==> config.mk <==
export PLATFORM = sky130hd
export DESIGN_NAME = seg7_capture_decoder
export DESIGN_NICKNAME = d
export VERILOG_FILES = /design/src/rtl/seg7_pkg.sv /design/src/rtl/seg7_pattern_lut.sv /design/src/rtl/seg7_capture_decoder.sv
export SDC_FILE = /design/constraint.sdc
export NUM_CORES = 1
export LEC_CHECK = 0
export ABC_AREA = 1
export BUFFER_PORTS_ARGS = -buffer_cell sky130_fd_sc_hd__buf_2
export CAP_MARGIN = 20
export CORE_MARGIN = 8
export CORE_UTILIZATION = 40
export CTS_CLUSTER_SIZE = 14
export DETAILED_ROUTE_END_ITERATION = 7
export PLACE_DENSITY_LB_ADDON = 0.05
export SLEW_MARGIN = 20
export SYNTH_ARGS = -nofsm -noshare
export SYNTH_HDL_FRONTEND = slang
export SYNTH_SLANG_ARGS = --single-unit
==> constraint.sdc <==
create_clock -name clk -period 1.84 [get_ports clk]
set_clock_uncertainty 0.1 [all_clocks]
set_input_delay 0.368 -clock clk [delete_from_list [all_inputs] [get_ports clk]]
set_output_delay 0.368 -clock clk [all_outputs]
set_load 0.01 [all_outputs]
==> src/rtl/seg7_pkg.sv <==
// rtl/seg7_pkg.sv - segment glyph constants and capture FSM state type
package seg7_pkg;

  localparam int SEG_W = 7;

  localparam logic [SEG_W-1:0] SEG_0     = 7'h40;
  localparam logic [SEG_W-1:0] SEG_1     = 7'h79;
  localparam logic [SEG_W-1:0] SEG_2     = 7'h24;
  localparam logic [SEG_W-1:0] SEG_3     = 7'h30;
  localparam logic [SEG_W-1:0] SEG_4     = 7'h19;
  localparam logic [SEG_W-1:0] SEG_5     = 7'h12;
  localparam logic [SEG_W-1:0] SEG_6     = 7'h02;
  localparam logic [SEG_W-1:0] SEG_7     = 7'h78;
  localparam logic [SEG_W-1:0] SEG_8     = 7'h00;
  localparam logic [SEG_W-1:0] SEG_9     = 7'h18;
  localparam logic [SEG_W-1:0] SEG_BLANK = 7'h7F;
  localparam logic [SEG_W-1:0] SEG_A     = 7'h08;
  localparam logic [SEG_W-1:0] SEG_B     = 7'h03;
  localparam logic [SEG_W-1:0] SEG_C     = 7'h46;
  localparam logic [SEG_W-1:0] SEG_D     = 7'h21;
  localparam logic [SEG_W-1:0] SEG_E     = 7'h06;
  localparam logic [SEG_W-1:0] SEG_F     = 7'h0E;

  typedef enum logic {
    CAP_IDLE    = 1'b0,
    CAP_PENDING = 1'b1
  } capture_state_t;

endpackage

==> src/rtl/seg7_pattern_lut.sv <==
// rtl/seg7_pattern_lut.sv - active-low segment pattern to nibble decode
// SEG7_CAPTURE_HEX_EN enables the A..F glyphs; otherwise they decode as errors.
module seg7_pattern_lut
  import seg7_pkg::*;
(
  input  logic [SEG_W-1:0] seg,
  output logic             err,
  output logic [3:0]       nibble
);

  always_comb begin
    err    = 1'b0;
    nibble = 4'hF;
    case (seg)
      SEG_0: nibble = 4'h0;
      SEG_1: nibble = 4'h1;
      SEG_2: nibble = 4'h2;
      SEG_3: nibble = 4'h3;
      SEG_4: nibble = 4'h4;
      SEG_5: nibble = 4'h5;
      SEG_6: nibble = 4'h6;
      SEG_7: nibble = 4'h7;
      SEG_8: nibble = 4'h8;
      SEG_9: nibble = 4'h9;
`ifdef SEG7_CAPTURE_HEX_EN
      SEG_A: nibble = 4'hA;
      SEG_B: nibble = 4'hB;
      SEG_C: nibble = 4'hC;
      SEG_D: nibble = 4'hD;
      SEG_E: nibble = 4'hE;
      SEG_F: nibble = 4'hF;
`endif
      default: err = 1'b1;
    endcase
  end

endmodule

==> src/rtl/seg7_capture_decoder.sv <==
// rtl/seg7_capture_decoder.sv - settle filter, duplicate suppression and report handshake
// Hex glyph decode is selected by SEG7_CAPTURE_HEX_EN inside seg7_pattern_lut.
module seg7_capture_decoder
  import seg7_pkg::*;
#(
  parameter int STABLE_CYCLES = 4,
  parameter int CNT_W         = $clog2(STABLE_CYCLES + 1)
) (
  input  logic             clk,
  input  logic             rst,
  input  logic             i_ena,
  input  logic [SEG_W-1:0] seg_in,
  output logic [3:0]       digit_out,
  output logic             digit_err,
  output logic             digit_valid,
  input  logic             out_ready,
  output logic             overrun
);

  localparam logic [CNT_W-1:0] RUN_SAT  = CNT_W'(STABLE_CYCLES);
  localparam logic [CNT_W-1:0] RUN_LAST = CNT_W'(STABLE_CYCLES - 1);

  logic [SEG_W-1:0] seg_q;
  logic [SEG_W-1:0] last_pat, last_pat_d;
  logic [CNT_W-1:0] run_cnt;
  capture_state_t   state, state_d;
  logic [3:0]       digit_out_d;
  logic             digit_err_d, digit_valid_d, overrun_d;
  logic             lut_err;
  logic [3:0]       lut_nibble;
  logic             same, settle, reportable, accept;

  seg7_pattern_lut u_lut (
    .seg    (seg_in),
    .err    (lut_err),
    .nibble (lut_nibble)
  );

  // The counter saturates, so the settle event fires only once per run.
  assign same       = (seg_in == seg_q);
  assign settle     = i_ena && same && (run_cnt == RUN_LAST);
  assign reportable = settle && (seg_in != SEG_BLANK) && (seg_in != last_pat);
  assign accept     = digit_valid && out_ready;

  always_comb begin
    state_d       = state;
    digit_out_d   = digit_out;
    digit_err_d   = digit_err;
    digit_valid_d = digit_valid;
    overrun_d     = overrun;
    last_pat_d    = last_pat;
    if (settle && (seg_in == SEG_BLANK))
      last_pat_d = SEG_BLANK;
    case (state)
      CAP_IDLE: begin
        if (reportable) begin
          digit_out_d   = lut_nibble;
          digit_err_d   = lut_err;
          digit_valid_d = 1'b1;
          last_pat_d    = seg_in;
          state_d       = CAP_PENDING;
        end
      end
      CAP_PENDING: begin
        if (accept) begin
          if (reportable) begin
            digit_out_d = lut_nibble;
            digit_err_d = lut_err;
            last_pat_d  = seg_in;
          end else begin
            digit_valid_d = 1'b0;
            state_d       = CAP_IDLE;
          end
        end else if (reportable) begin
          overrun_d = 1'b1;
        end
      end
      default: state_d = CAP_IDLE;
    endcase
  end

  always_ff @(posedge clk) begin
    if (rst) begin
      seg_q       <= SEG_BLANK;
      run_cnt     <= '0;
      last_pat    <= SEG_BLANK;
      state       <= CAP_IDLE;
      digit_out   <= 4'h0;
      digit_err   <= 1'b0;
      digit_valid <= 1'b0;
      overrun     <= 1'b0;
    end else begin
      seg_q <= seg_in;
      if (!i_ena || !same)
        run_cnt <= '0;
      else if (run_cnt != RUN_SAT)
        run_cnt <= run_cnt + 1'b1;
      last_pat    <= last_pat_d;
      state       <= state_d;
      digit_out   <= digit_out_d;
      digit_err   <= digit_err_d;
      digit_valid <= digit_valid_d;
      overrun     <= overrun_d;
    end
  end

endmodule

# Yosys cells after proc, flatten, opt, wreduce, memory -nomap -nowiden
# Index checks and enable logic that the tools add are counted.
# word_totals
ff_bits	25
out_inout_bits	7
word_cells	62
# op_classes
add_sub_neg	1
n_eq_ne	18
muxes	19
n_bitwise	2
reduce_logical	14
# ops
cell	n
4-bit case mux with 10 select lines	1
7-bit equality test (second input constant)	4
7-bit by 5-bit equality test with 1-bit output (second input constant)	3
7-bit two-way mux	3
7-bit by 6-bit equality test with 1-bit output (second input constant)	2
7-bit case mux with 2 select lines	1
10-bit OR reduction	1
1-bit two-way mux	8
4-bit two-way mux	2
4-bit case mux with 2 select lines	1
7-bit by 2-bit equality test with 1-bit output (second input constant)	1
7-bit equality test	1
7-bit zero test	1
7-bit inequality test	1
7-bit inequality test (second input constant)	1
1-bit logical AND	6
1-bit case mux with 2 select lines	3
3-bit AND reduction	2
2-bit inequality test (second input constant)	2
3-bit by 1-bit adder with 3-bit output (second input constant)	1
3-bit by 2-bit equality test with 1-bit output (second input constant)	1
3-bit inequality test (second input constant)	1
1-bit zero test	2
2-bit by 1-bit inequality test with 1-bit output (second input constant)	1
other kinds (3)	4

# Depth between registers and ports, before layout
# Gate-level depths: netlist of run 1.
# logic_depth
depth_word	8
ltp_mapped	13

# Hierarchy
# A second synthesis of run 1 with hierarchy kept.
# unflattened
cells_unflattened	265
area_unflattened_um2	1577.8
# by_module_without_submodules
module	n_inst	cells_each	area_per_inst_um2	seq_area_each_um2
seg7_capture_decoder	1	208	1313.8	500.5
seg7_pattern_lut	1	57	264.0	0.0

# Worst setup path before layout of run 1
# OpenSTA, ideal clock, no wires.
# synth_timing
path_type	input port to flip-flop
startpoint	input seg_in[5]
endpoint	register last_pat[1]
arrival_ns	1.355
required_ns	1.606
path_slack_ns	0.251
path_stages	10
n_path_buf	2
cell_sequence	buf_4 nand2_1 nor2_2 inv_1 nor2_1 o21bai_1 nor2_4 buf_6 nand3_1 nand3_1
# synth_via
elab_chain_len	8
# synth_rtl
element	line	rtl
from (decl)	seg7_capture_decoder.sv:12	input logic [SEG_W-1:0] seg_in,
7-bit equality test	seg7_capture_decoder.sv:40	assign same = (seg_in == seg_q);
1-bit logical AND (2 in a row)	seg7_capture_decoder.sv:41	assign settle = i_ena && same && (run_cnt == RUN_LAST);
1-bit logical AND (on tied branches)	seg7_capture_decoder.sv:52, seg7_capture_decoder.sv:42	
7-bit two-way mux or 1-bit logical AND (tied branches)	seg7_capture_decoder.sv:52, seg7_capture_decoder.sv:42	
7-bit two-way mux	seg7_capture_decoder.sv:56, seg7_capture_decoder.sv:66	
7-bit two-way mux	seg7_capture_decoder.sv:65	if (accept) begin
7-bit case mux with 2 select lines *	seg7_capture_decoder.sv:54	case (state)
to (signal assigned)	seg7_capture_decoder.sv:98	last_pat <= last_pat_d;
to (decl)	seg7_capture_decoder.sv:24	logic [SEG_W-1:0] last_pat, last_pat_d;
# Mark *: on every way between the ends. The rest lies on a longest branch, timed or not.
# A chain may end at the register's enable or synchronous reset.

# Final worst setup path of run 1
# layout_timing
startpoint	register seg_q[0]
endpoint	register digit_err
# layout_via
elab_chain_len	8
# layout_rtl
element	line	rtl
from (decl)	seg7_capture_decoder.sv:23	logic [SEG_W-1:0] seg_q;
from (signal assigned)	seg7_capture_decoder.sv:93	seg_q <= seg_in;
7-bit equality test *	seg7_capture_decoder.sv:40	
1-bit logical AND * (2 in a row)	seg7_capture_decoder.sv:41	
1-bit logical AND * (2 in a row)	seg7_capture_decoder.sv:42	assign reportable = settle && (seg_in != SEG_BLANK) && (seg_in != last_pat);
1-bit two-way mux *	-	
1-bit two-way mux	-	
1-bit case mux with 2 select lines *	-	
to (signal assigned)	seg7_capture_decoder.sv:101	digit_err <= digit_err_d;
to (decl)	seg7_capture_decoder.sv:14	output logic digit_err,
# Mark *: on every way between the ends. The rest lies on a longest branch, timed or not. The select of a mux whose other input is x is not followed.

==> results.sh, run 1 <==
export IMPL_setup_viol=0
export IMPL_yosysTopAreaCell="dfxtp_1"
export IMPL_cts_max_level=1
export IMPL_fin_cells=324
export IMPL_criticalPathCategory="register to register"
export IMPL_grt_max_degree=15
export IMPL_drc=0
export IMPL_num_rows=22
export IMPL_drtAntennaViolNets=0
export IMPL_antennaDiodeCount=0
export IMPL_power_mw=1.02
export IMPL_synth_area_leaders="dfxtp_1 33%, nand2_1 23%, nand3_1 8.1%"
export IMPL_met3_usage_pct=2.88
export IMPL_multiInputGateArea_um2=838
export IMPL_ys_warn_count=0
export IMPL_rr_worst_depth=10
export IMPL_ys_seq_elements=25
export IMPL_grt_antenna_before_repair=0
export IMPL_dr_pass1_iters=4
export IMPL_layout_drive_gt1_share_pct=20.7
export IMPL_fin_crit_ns=1.63
export IMPL_p_clk_share_pct=32.3
export IMPL_cts_tree="built"
export IMPL_swShare_pct=25.8
export IMPL_critical_path_top_delay_family="simple AND/OR/NAND/NOR gates"
export IMPL_p_sw_mw=0.262
export IMPL_core_um2=3690
export IMPL_worstPathCellList="inv_1 -> nand2_1 -> nand2_1 -> nand2_1 -> nor2_2 -> nand3_2 -> nor2_4 -> nand3_1 -> nand2_1 -> nor2_1"
export IMPL_r2r_setup_slack_ns=0.21
export IMPL_crit_buf_inv=1
export IMPL_worstMarginPinSlew_ns=0.382
export IMPL_cts_hold_buf=0
export IMPL_grt_overflow=0
export IMPL_whs_path_depth=2
export IMPL_seqCellArea_um2=500
export IMPL_drt_iter0_drc=54
export IMPL_routedWlPerCell_um=11.2
export IMPL_cts_sinks=25
export IMPL_utilization_pct=48.1
export IMPL_via_count=1462
export IMPL_holdPathEnd="state"
export IMPL_timing_rr_start="seg_q[0]"
export IMPL_dp_cells=320
export IMPL_ys_seq_area_share_pct=32.6
export IMPL_fp_dieW_um=78.0
export IMPL_crit_path_max_incr_delay_ns=0.35
export IMPL_finalHoldViolCount=0
export IMPL_hp_class="input port to register"
export IMPL_holdWs_ns=0.179
export IMPL_syn_area_per_cell_um2=6.20
export IMPL_powerDensity_nw_per_um2=573
export IMPL_r2r_end="digit_err"
export IMPL_drv_slew=0
export IMPL_share_comb_of_total_power_pct=13.4
export IMPL_maxSlewHeadroom_pct=74.5
export IMPL_max_cap_violations=0
export IMPL_arrival_ns=1.70
export IMPL_syn_area_um2=1540
export IMPL_die_h_um=78.0
export IMPL_min_from="rst"
export IMPL_gp_congestion=0.868
export IMPL_clk_path_buf_depth=2
export IMPL_p_leak_nw=0.975
export IMPL_p_int_mw=0.754
export IMPL_timing_fmax_mhz=612
export IMPL_pwr_share_seq_pct=54.4
export IMPL_ys_types=27
export IMPL_drt_total_wl_um=3610
export IMPL_clock_latency_ns=0.27
export IMPL_grt_util_all_layers_pct=12.4
export IMPL_grt_pass1_wl_um=6240
export IMPL_ioPinCount=18
export IMPL_cp_end_kind="register"
export IMPL_synth_top_area_share_pct=32.6
export IMPL_crit_top_cell="nand2_1"
export IMPL_dp_hpwl_um=2860
export IMPL_met2_usage_pct=20.7
export IMPL_worst_slack_ns=0.205
export IMPL_rsz0062_at_grt="no"
export IMPL_syn_to_final_growth_pct=15.6
export IMPL_grt_busiest_layer="met2"
export IMPL_dieArea_um2=6080
export IMPL_initial_utilization_pct=41.7
export IMPL_cts_resized=0
export IMPL_post_place_ws_ns=-0.0105
export IMPL_worstPathRequired_ns=1.91
export IMPL_nFillCells=413
export IMPL_cts_buffers=3
export IMPL_grt_pass1_vias=1404
export IMPL_clockRootBuffer="clkbuf_8"
export IMPL_viasPerCell=4.51
export IMPL_synth_net_count=262
export IMPL_met1_usage_pct=15.6
export IMPL_start_kind="register"
export IMPL_cts_setup_buffers=0
export IMPL_io_buffers=17
export IMPL_status="finished clean"
export IMPL_ir_worst_vdd_mv=0.209
export IMPL_synth_cells=248
export IMPL_nNetsFinal=291
export IMPL_crit_fanout=14
export IMPL_cts_clk_slew_worst_paths_ns=0.09
export IMPL_cp_slowest_cell="nor2_4"
export IMPL_min_period_over_period_pct=88.8
-- worst register-to-register path, stage by stage, from the launching register on --
cell	delay, ns
dfxtp_1	0.32
inv_1	0.05
nand2_1	0.04
nand2_1	0.08
nand2_1	0.07
nor2_2	0.17
nand3_2	0.12
nor2_4	0.35
nand3_1	0.13
nand2_1	0.08
nor2_1	0.04
-- cell type report --
cell class / instances / area share, %
clock inverters: 1 / 0.282
inverters: 33 / 7.05
clock buffers: 3 / 2.33
multi-input cells: 181 / 47.2
well taps: 48 / 3.38
repair buffers: 33 / 11.6
flip-flops and latches: 25 / 28.2
-- metal layers --
metal | part of all wire [%] | wire, um | vias to the layer above
met2 | 44 | 1590 | 15
met5 | 0 | 0 | -
met3 | 3.6 | 131 | 2
li1 | - | - | 808
met1 | 52 | 1870 | 637
met4 | 0.47 | 17 | 0
-- cells by family after synthesis --
| group | synth area share (%) |
|---|---|
| AND/OR/NAND/NOR | 46.7 |
| buffers and inverters | 12.9 |
| flip-flops | 32.6 |
| AO/OA/AOI/OAI | 4.32 |
| adder cells (fa/ha/maj) | 2.44 |
| XOR/XNOR | 1.14 |
-- worst max path at each step --
stage,from,end,slack [ns],depth (start not counted)
final,seg_q[0],digit_err,0.21,10
after global routing,seg_q[0],digit_out[0],0.005,11
after CTS,seg_q[0],digit_err,0.21,10
after detailed placement,seg_in[0],digit_err,-0.01,11
after global placement,seg_in[0],last_pat[1],0.005,11
after floorplan,seg_in[5],last_pat[1],0.25,10
-- layout by cell type (no fill, tap or decap), types with 2 or more instances in the layout --
cell,n
buf_4,16
a21oi_1,3
nand3_2,3
nand3_1,25
a21oi_2,3
buf_2,17
nand2_1,94
nor2_2,2
nor3_1,2
nor2_1,32
dfxtp_1,25
o21ai_0,2
inv_1,26
clkinv_2,2
nor2_4,3
clkbuf_8,3
nand2_2,3
ha_1,3
inv_2,5
-- cells in the mapped netlist (all sizes together) --
library cell	instances
inv	31
xnor2	1
clkinv	2
o21ai	2
xor2	1
nand3	28
dfxtp	25
buf	7
nand3b	1
nor2	37
ha	3
clkbuf	2
nand2	97
o21a	1
o21bai	1
nor3	2
a21oi	6
nand4	1
-- power by group through the flow --
stage               clock network (mW)  logic [mW]  registers, mW
finish                           0.328       0.136          0.553
CTS                              0.344       0.136          0.553
global placement                     0       0.137          0.565
global route                     0.360       0.153          0.554
floorplan                            0      0.0835          0.565
detailed placement                   0       0.135          0.566
-- registers in the layout, indices dropped and copies added, names as in the netlist --
register,count
overrun,1
digit_out,4
state,1
digit_err,1
seg_q,7
last_pat,7
digit_valid,1
run_cnt,3
-- metrics by stage --
step	TNS, ns	area (um2)
finish	0	1780
global route	0	1780
CTS	0	1780
detailed placement	-0.0105	1730
global placement	0	1730
floorplan	0	1540
(Power assumes the default switching activity.)
==> inputs of run 2 (changes only) <==
--- a/config.mk
+++ b/config.mk
@@ -9,7 +9,7 @@
 export BUFFER_PORTS_ARGS = -buffer_cell sky130_fd_sc_hd__buf_2
 export CAP_MARGIN = 20
 export CORE_MARGIN = 8
-export CORE_UTILIZATION = 40
+export CORE_UTILIZATION = 55
 export CTS_CLUSTER_SIZE = 14
 export DETAILED_ROUTE_END_ITERATION = 7
 export PLACE_DENSITY_LB_ADDON = 0.05
==> run 2 against run 1 <==
Sequential share of layout area rose by 1.4 points; global-route usage rose by 3.1 points; critical path depth rose by 1; via count fell by 1.6%; power fell by 9.0%; hold slack got worse by 0.069 ns; clock power fell by 22%; die area fell by 22%.
==> results.sh, run 2 (synthesized netlist as in run 1, its figures left out) <==
export IMPL_p_leak_nw=0.936
export IMPL_cts_resized=0
export IMPL_max_cap_violations=0
export IMPL_syn_to_final_growth_pct=10.2
export IMPL_grt_pass1_vias=1353
export IMPL_grt_max_degree=16
export IMPL_powerDensity_nw_per_um2=546
export IMPL_holdPathEnd="state"
export IMPL_r2r_setup_slack_ns=0.27
export IMPL_drt_total_wl_um=3270
export IMPL_timing_rr_start="seg_q[6]"
export IMPL_grt_antenna_before_repair=0
export IMPL_dp_cells=297
export IMPL_cts_max_level=1
export IMPL_min_from="rst"
export IMPL_fp_dieW_um=68.9
export IMPL_cts_hold_buf=0
export IMPL_rsz0062_at_grt="no"
export IMPL_worstPathRequired_ns=2.01
export IMPL_status="finished clean"
export IMPL_nNetsFinal=285
export IMPL_reg_largest_list="last_pat (7), seg_q (7), digit_out (4)"
export IMPL_finalHoldViolCount=0
export IMPL_start_kind="register"
export IMPL_grt_util_all_layers_pct=15.5
export IMPL_initial_utilization_pct=56.7
export IMPL_die_h_um=68.9
export IMPL_cp_end_kind="register"
export IMPL_io_buffers=17
export IMPL_rr_worst_depth=11
export IMPL_fin_crit_ns=1.57
export IMPL_whs_path_depth=2
export IMPL_dr_pass1_iters=4
export IMPL_drtAntennaViolNets=0
export IMPL_clock_latency_ns=0.32
export IMPL_worstPathCellList="inv_1 -> nand2_1 -> nand2_1 -> nand3_1 -> nor2_2 -> nand2_2 -> nor2_4 -> nand3_2 -> nand2_1 -> nand2_1 -> nor2_1"
export IMPL_routedWlPerCell_um=10.9
export IMPL_antennaDiodeCount=0
export IMPL_cts_sinks=25
export IMPL_grt_overflow=0
export IMPL_min_period_over_period_pct=85.2
export IMPL_hp_class="input port to register"
export IMPL_criticalPathCategory="register to register"
export IMPL_drt_iter0_drc=100
export IMPL_viasPerCell=4.78
export IMPL_clockRootBuffer="clkbuf_4"
export IMPL_dp_hpwl_um=2580
export IMPL_fin_cells=301
export IMPL_via_count=1439
export IMPL_drv_slew=0
export IMPL_finalSetupTns_ns=0
export IMPL_dieArea_um2=4740
export IMPL_crit_fanout=11
export IMPL_cp_slowest_cell="dfxtp_1"
export IMPL_clk_path_buf_depth=2
export IMPL_ioPinCount=18
export IMPL_drc=0
export IMPL_setup_viol=0
export IMPL_utilization_pct=62.5
export IMPL_core_um2=2710
export IMPL_timing_fmax_mhz=638
export IMPL_layout_drive_gt1_share_pct=18.9
export IMPL_gp_congestion=0.916
export IMPL_cts_clk_slew_worst_paths_ns=0.15
export IMPL_r2r_end="digit_out[0]"
export IMPL_layout_common_cells="94 x nand2_1, 32 x nor2_1, 26 x inv_1"
export IMPL_maxSlewHeadroom_pct=80.6
export IMPL_arrival_ns=1.74
export IMPL_crit_top_cell="nand2_1"
export IMPL_num_rows=19
export IMPL_cts_buffers=3
export IMPL_crit_path_max_incr_delay_ns=0.34
export IMPL_grt_pass1_wl_um=5670
export IMPL_worstMarginPinSlew_ns=0.288
export IMPL_final_common_cell="nand2_1"
export IMPL_cts_setup_buffers=0
export IMPL_ir_worst_vdd_mv=0.353
export IMPL_cts_tree="built"
-- run 2: changes by cell type in the layout (fill, tap and decap cells not counted) --
| cell | change |
|---|---|
| buf_4 | -6 |
| clkbuf_4 | +3 |
| clkbuf_8 | -3 |
| clkinv_2 | -1 |
| clkinvlp_4 | +1 |
-- run 2: per-stage QoR --
step / setup WS [ns] / area, um2 / power, mW / hold slack [ns]
6_report: 0.271 / 1690 / 0.925 / 0.111
3_5_place_dp: 0.0165 / 1660 / 0.681 / 0.353
3_3_place_gp: 0.0302 / 1660 / 0.680 / 0.345
2_1_floorplan: 0.251 / 1540 / 0.648 / 0.337
5_1_grt: 0.123 / 1690 / 0.979 / 0.0795
4_1_cts: 0.277 / 1690 / 0.939 / 0.0984
-- run 2: cell type report --
class	instances	area, um2
multi-input cells	181	838
fillers	282	1020
clock buffers	3	22.5
inverters	33	125
well taps	31	38.8
clock inverters	1	7.51
repair buffers	27	160
flip-flops and latches	25	500
-- run 2: layer usage --
metal / GRT usage, % / vias up / share of wire [%]
met5: 0 / - / 0
met4: 5.76 / 0 / 1.4
met3: 2.42 / 4 / 3.0
met2: 25.1 / 15 / 46
met1: 20.2 / 622 / 49
li1: - / 798 / -
-- run 2: power by group --
part / total (mW) / switching, mW / internal (mW)
sequential: 0.554 / 0.00413 / 0.550
clock: 0.255 / 0.172 / 0.0829
combinational: 0.116 / 0.0770 / 0.0391
total: 0.925 / 0.253 / 0.672
-- run 2: how the worst max path moves through the flow --
| stage | start | to | slack, ns | cells past startpoint |
|---|---|---|---|---|
| floorplan | seg_in[5] | last_pat[1] | 0.25 | 10 |
| global placement | seg_in[0] | digit_out[0] | 0.03 | 11 |
| detailed placement | seg_in[6] | last_pat[2] | 0.02 | 11 |
| CTS | run_cnt[1] | digit_out[0] | 0.28 | 8 |
| global route | seg_q[0] | digit_out[0] | 0.12 | 11 |
| finish | seg_q[6] | digit_out[0] | 0.27 | 11 |
-- run 2: worst max-delay path: cells and delay by family (launching register included) --
kind	cells	cell delay [ns]
and+or+nand+nor	10	1.04
DFF	1	0.34
buffers and inverters	1	0.04
==> inputs of run 3 (changes only) <==
--- a/config.mk
+++ b/config.mk
@@ -9,7 +9,7 @@
 export BUFFER_PORTS_ARGS = -buffer_cell sky130_fd_sc_hd__buf_2
 export CAP_MARGIN = 20
 export CORE_MARGIN = 8
-export CORE_UTILIZATION = 55
+export CORE_UTILIZATION = 57
 export CTS_CLUSTER_SIZE = 14
 export DETAILED_ROUTE_END_ITERATION = 7
 export PLACE_DENSITY_LB_ADDON = 0.05
==> run 3 against run 2 <==
Cell area down 0.44%; sequential share of layout area up 0.13 points; sequential power about the same; power up 1.3%; via count up 0.63%; fmax up 0.34%; final cell count down 0.33%; clock power up 5%; setup slack better by 0.0052 ns; clock-buffer cell count unchanged; first-iteration DRC count down 4.0%; largest power group unchanged; largest cell class unchanged.
==> results.sh, run 3 (synthesized netlist as in run 1, its figures left out) <==
export IMPL_gp_congestion=0.848
export IMPL_routedWlPerCell_um=11.0
export IMPL_grt_overflow=0
export IMPL_cts_sinks=25
export IMPL_finalSetupTns_ns=0
export IMPL_drt_total_wl_um=3310
export IMPL_timing_fmax_mhz=640
export IMPL_final_common_cell="nand2_1"
export IMPL_worstMarginPinSlew_ns=0.353
export IMPL_syn_to_final_growth_pct=9.69
export IMPL_start_kind="register"
export IMPL_num_rows=19
export IMPL_nNetsFinal=284
export IMPL_io_buffers=17
export IMPL_met3_usage_pct=1.96
export IMPL_clock_latency_ns=0.34
export IMPL_drc=0
export IMPL_cts_clk_slew_worst_paths_ns=0.14
export IMPL_powerDensity_nw_per_um2=556
export IMPL_dieArea_um2=4610
export IMPL_worstPathRequired_ns=1.98
export IMPL_p_clk_share_pct=28.5
export IMPL_grt_util_all_layers_pct=15.7
export IMPL_viasPerCell=4.83
export IMPL_met1_usage_pct=20.9
export IMPL_multiInputGateArea_um2=838
export IMPL_min_period_over_period_pct=85.0
export IMPL_arrival_ns=1.70
export IMPL_fin_crit_ns=1.56
export IMPL_cts_setup_buffers=0
export IMPL_share_comb_of_total_power_pct=12.4
export IMPL_crit_fanout=11
export IMPL_dp_hpwl_um=2590
export IMPL_layout_common_cells="94 x nand2_1, 32 x nor2_1, 26 x inv_1"
export IMPL_maxSlewHeadroom_pct=76.3
export IMPL_grt_pass1_vias=1314
export IMPL_criticalPathCategory="register to register"
export IMPL_rsz0062_at_grt="no"
export IMPL_swShare_pct=28.2
export IMPL_met2_usage_pct=25.6
export IMPL_pwr_share_seq_pct=59.1
export IMPL_p_int_mw=0.673
export IMPL_power_mw=0.937
export IMPL_layout_drive_gt1_share_pct=18.6
export IMPL_drt_iter0_drc=96
export IMPL_grt_max_degree=16
export IMPL_cts_hold_buf=0
export IMPL_status="finished clean"
export IMPL_grt_antenna_before_repair=0
export IMPL_antennaDiodeCount=0
export IMPL_seqCellArea_um2=500
export IMPL_cts_tree="built"
export IMPL_die_h_um=67.9
export IMPL_clockRootBuffer="clkbuf_4"
export IMPL_ir_worst_vdd_mv=0.429
export IMPL_p_leak_nw=0.930
export IMPL_grt_busiest_layer="met2"
export IMPL_hp_class="input port to register"
export IMPL_cts_max_level=1
export IMPL_grt_pass1_wl_um=5700
export IMPL_cts_buffers=3
export IMPL_post_place_ws_ns=0.0307
export IMPL_drv_slew=0
export IMPL_dr_pass1_iters=4
export IMPL_nFillCells=240
export IMPL_setup_viol=0
export IMPL_p_sw_mw=0.264
export IMPL_worst_slack_ns=0.277
export IMPL_max_cap_violations=0
export IMPL_cp_end_kind="register"
export IMPL_reg_largest_list="last_pat (7), seg_q (7), digit_out (4)"
export IMPL_ioPinCount=18
export IMPL_initial_utilization_pct=57.7
export IMPL_via_count=1448
export IMPL_clk_path_buf_depth=2
export IMPL_drtAntennaViolNets=0
export IMPL_finalHoldViolCount=0
export IMPL_fp_dieW_um=67.9
export IMPL_core_um2=2660
export IMPL_cts_resized=0
[run 3: layout make-up]
cell class                 instances  area share [%]
sequential                        25            29.7
clock buffer                       3            1.34
timing repair buffer              26            9.06
multi-input combinational        181            49.7
tap                               31            2.30
clock inverter                     1           0.445
inverter                          33            7.42
[run 3: final timing paths]
path,start,to,slack [ns],depth (start not counted)
worst max register to register,run_cnt[1],digit_out[2],0.28,7
worst max-delay path,run_cnt[1],digit_out[2],0.28,7
worst min-delay path,rst,overrun,0.11,2
worst min register to register,overrun,overrun,0.39,2
[run 3: metrics by stage]
stage,hold slack [ns],area [um2],utilization (%),instances
2_1_floorplan,0.337,1540,-,248
3_3_place_gp,0.349,1660,62.2,296
3_5_place_dp,0.368,1660,62.2,296
4_1_cts,0.0965,1690,63.3,300
5_1_grt,0.0802,1690,63.3,300
6_report,0.105,1690,63.3,300
[run 3: per-layer routing]
metal  share of wire, %  vias to the layer above  routed length (um)
met1                 49                      621                1610
met2                 47                       26                1560
li1                   -                      798                   -
met5                  0                        -                   0
met4               0.79                        0                  26
met3                3.4                        3                 114
[run 3: power groups by stage]
stage | Clock (mW) | Combinational (mW) | Sequential (mW)
6_report | 0.267 | 0.117 | 0.553
5_1_grt | 0.296 | 0.132 | 0.555
4_1_cts | 0.268 | 0.116 | 0.553
3_5_place_dp | 0 | 0.115 | 0.565
3_3_place_gp | 0 | 0.116 | 0.565
2_1_floorplan | 0 | 0.0835 | 0.565
[run 3: worst max-delay path, stage by stage (launching register included)]
cell	delay [ns]
dfxtp_1	0.38
ha_1	0.16
ha_1	0.21
inv_1	0.09
nor2_4	0.13
nand3_2	0.20
nor2_1	0.16
nor2_1	0.06
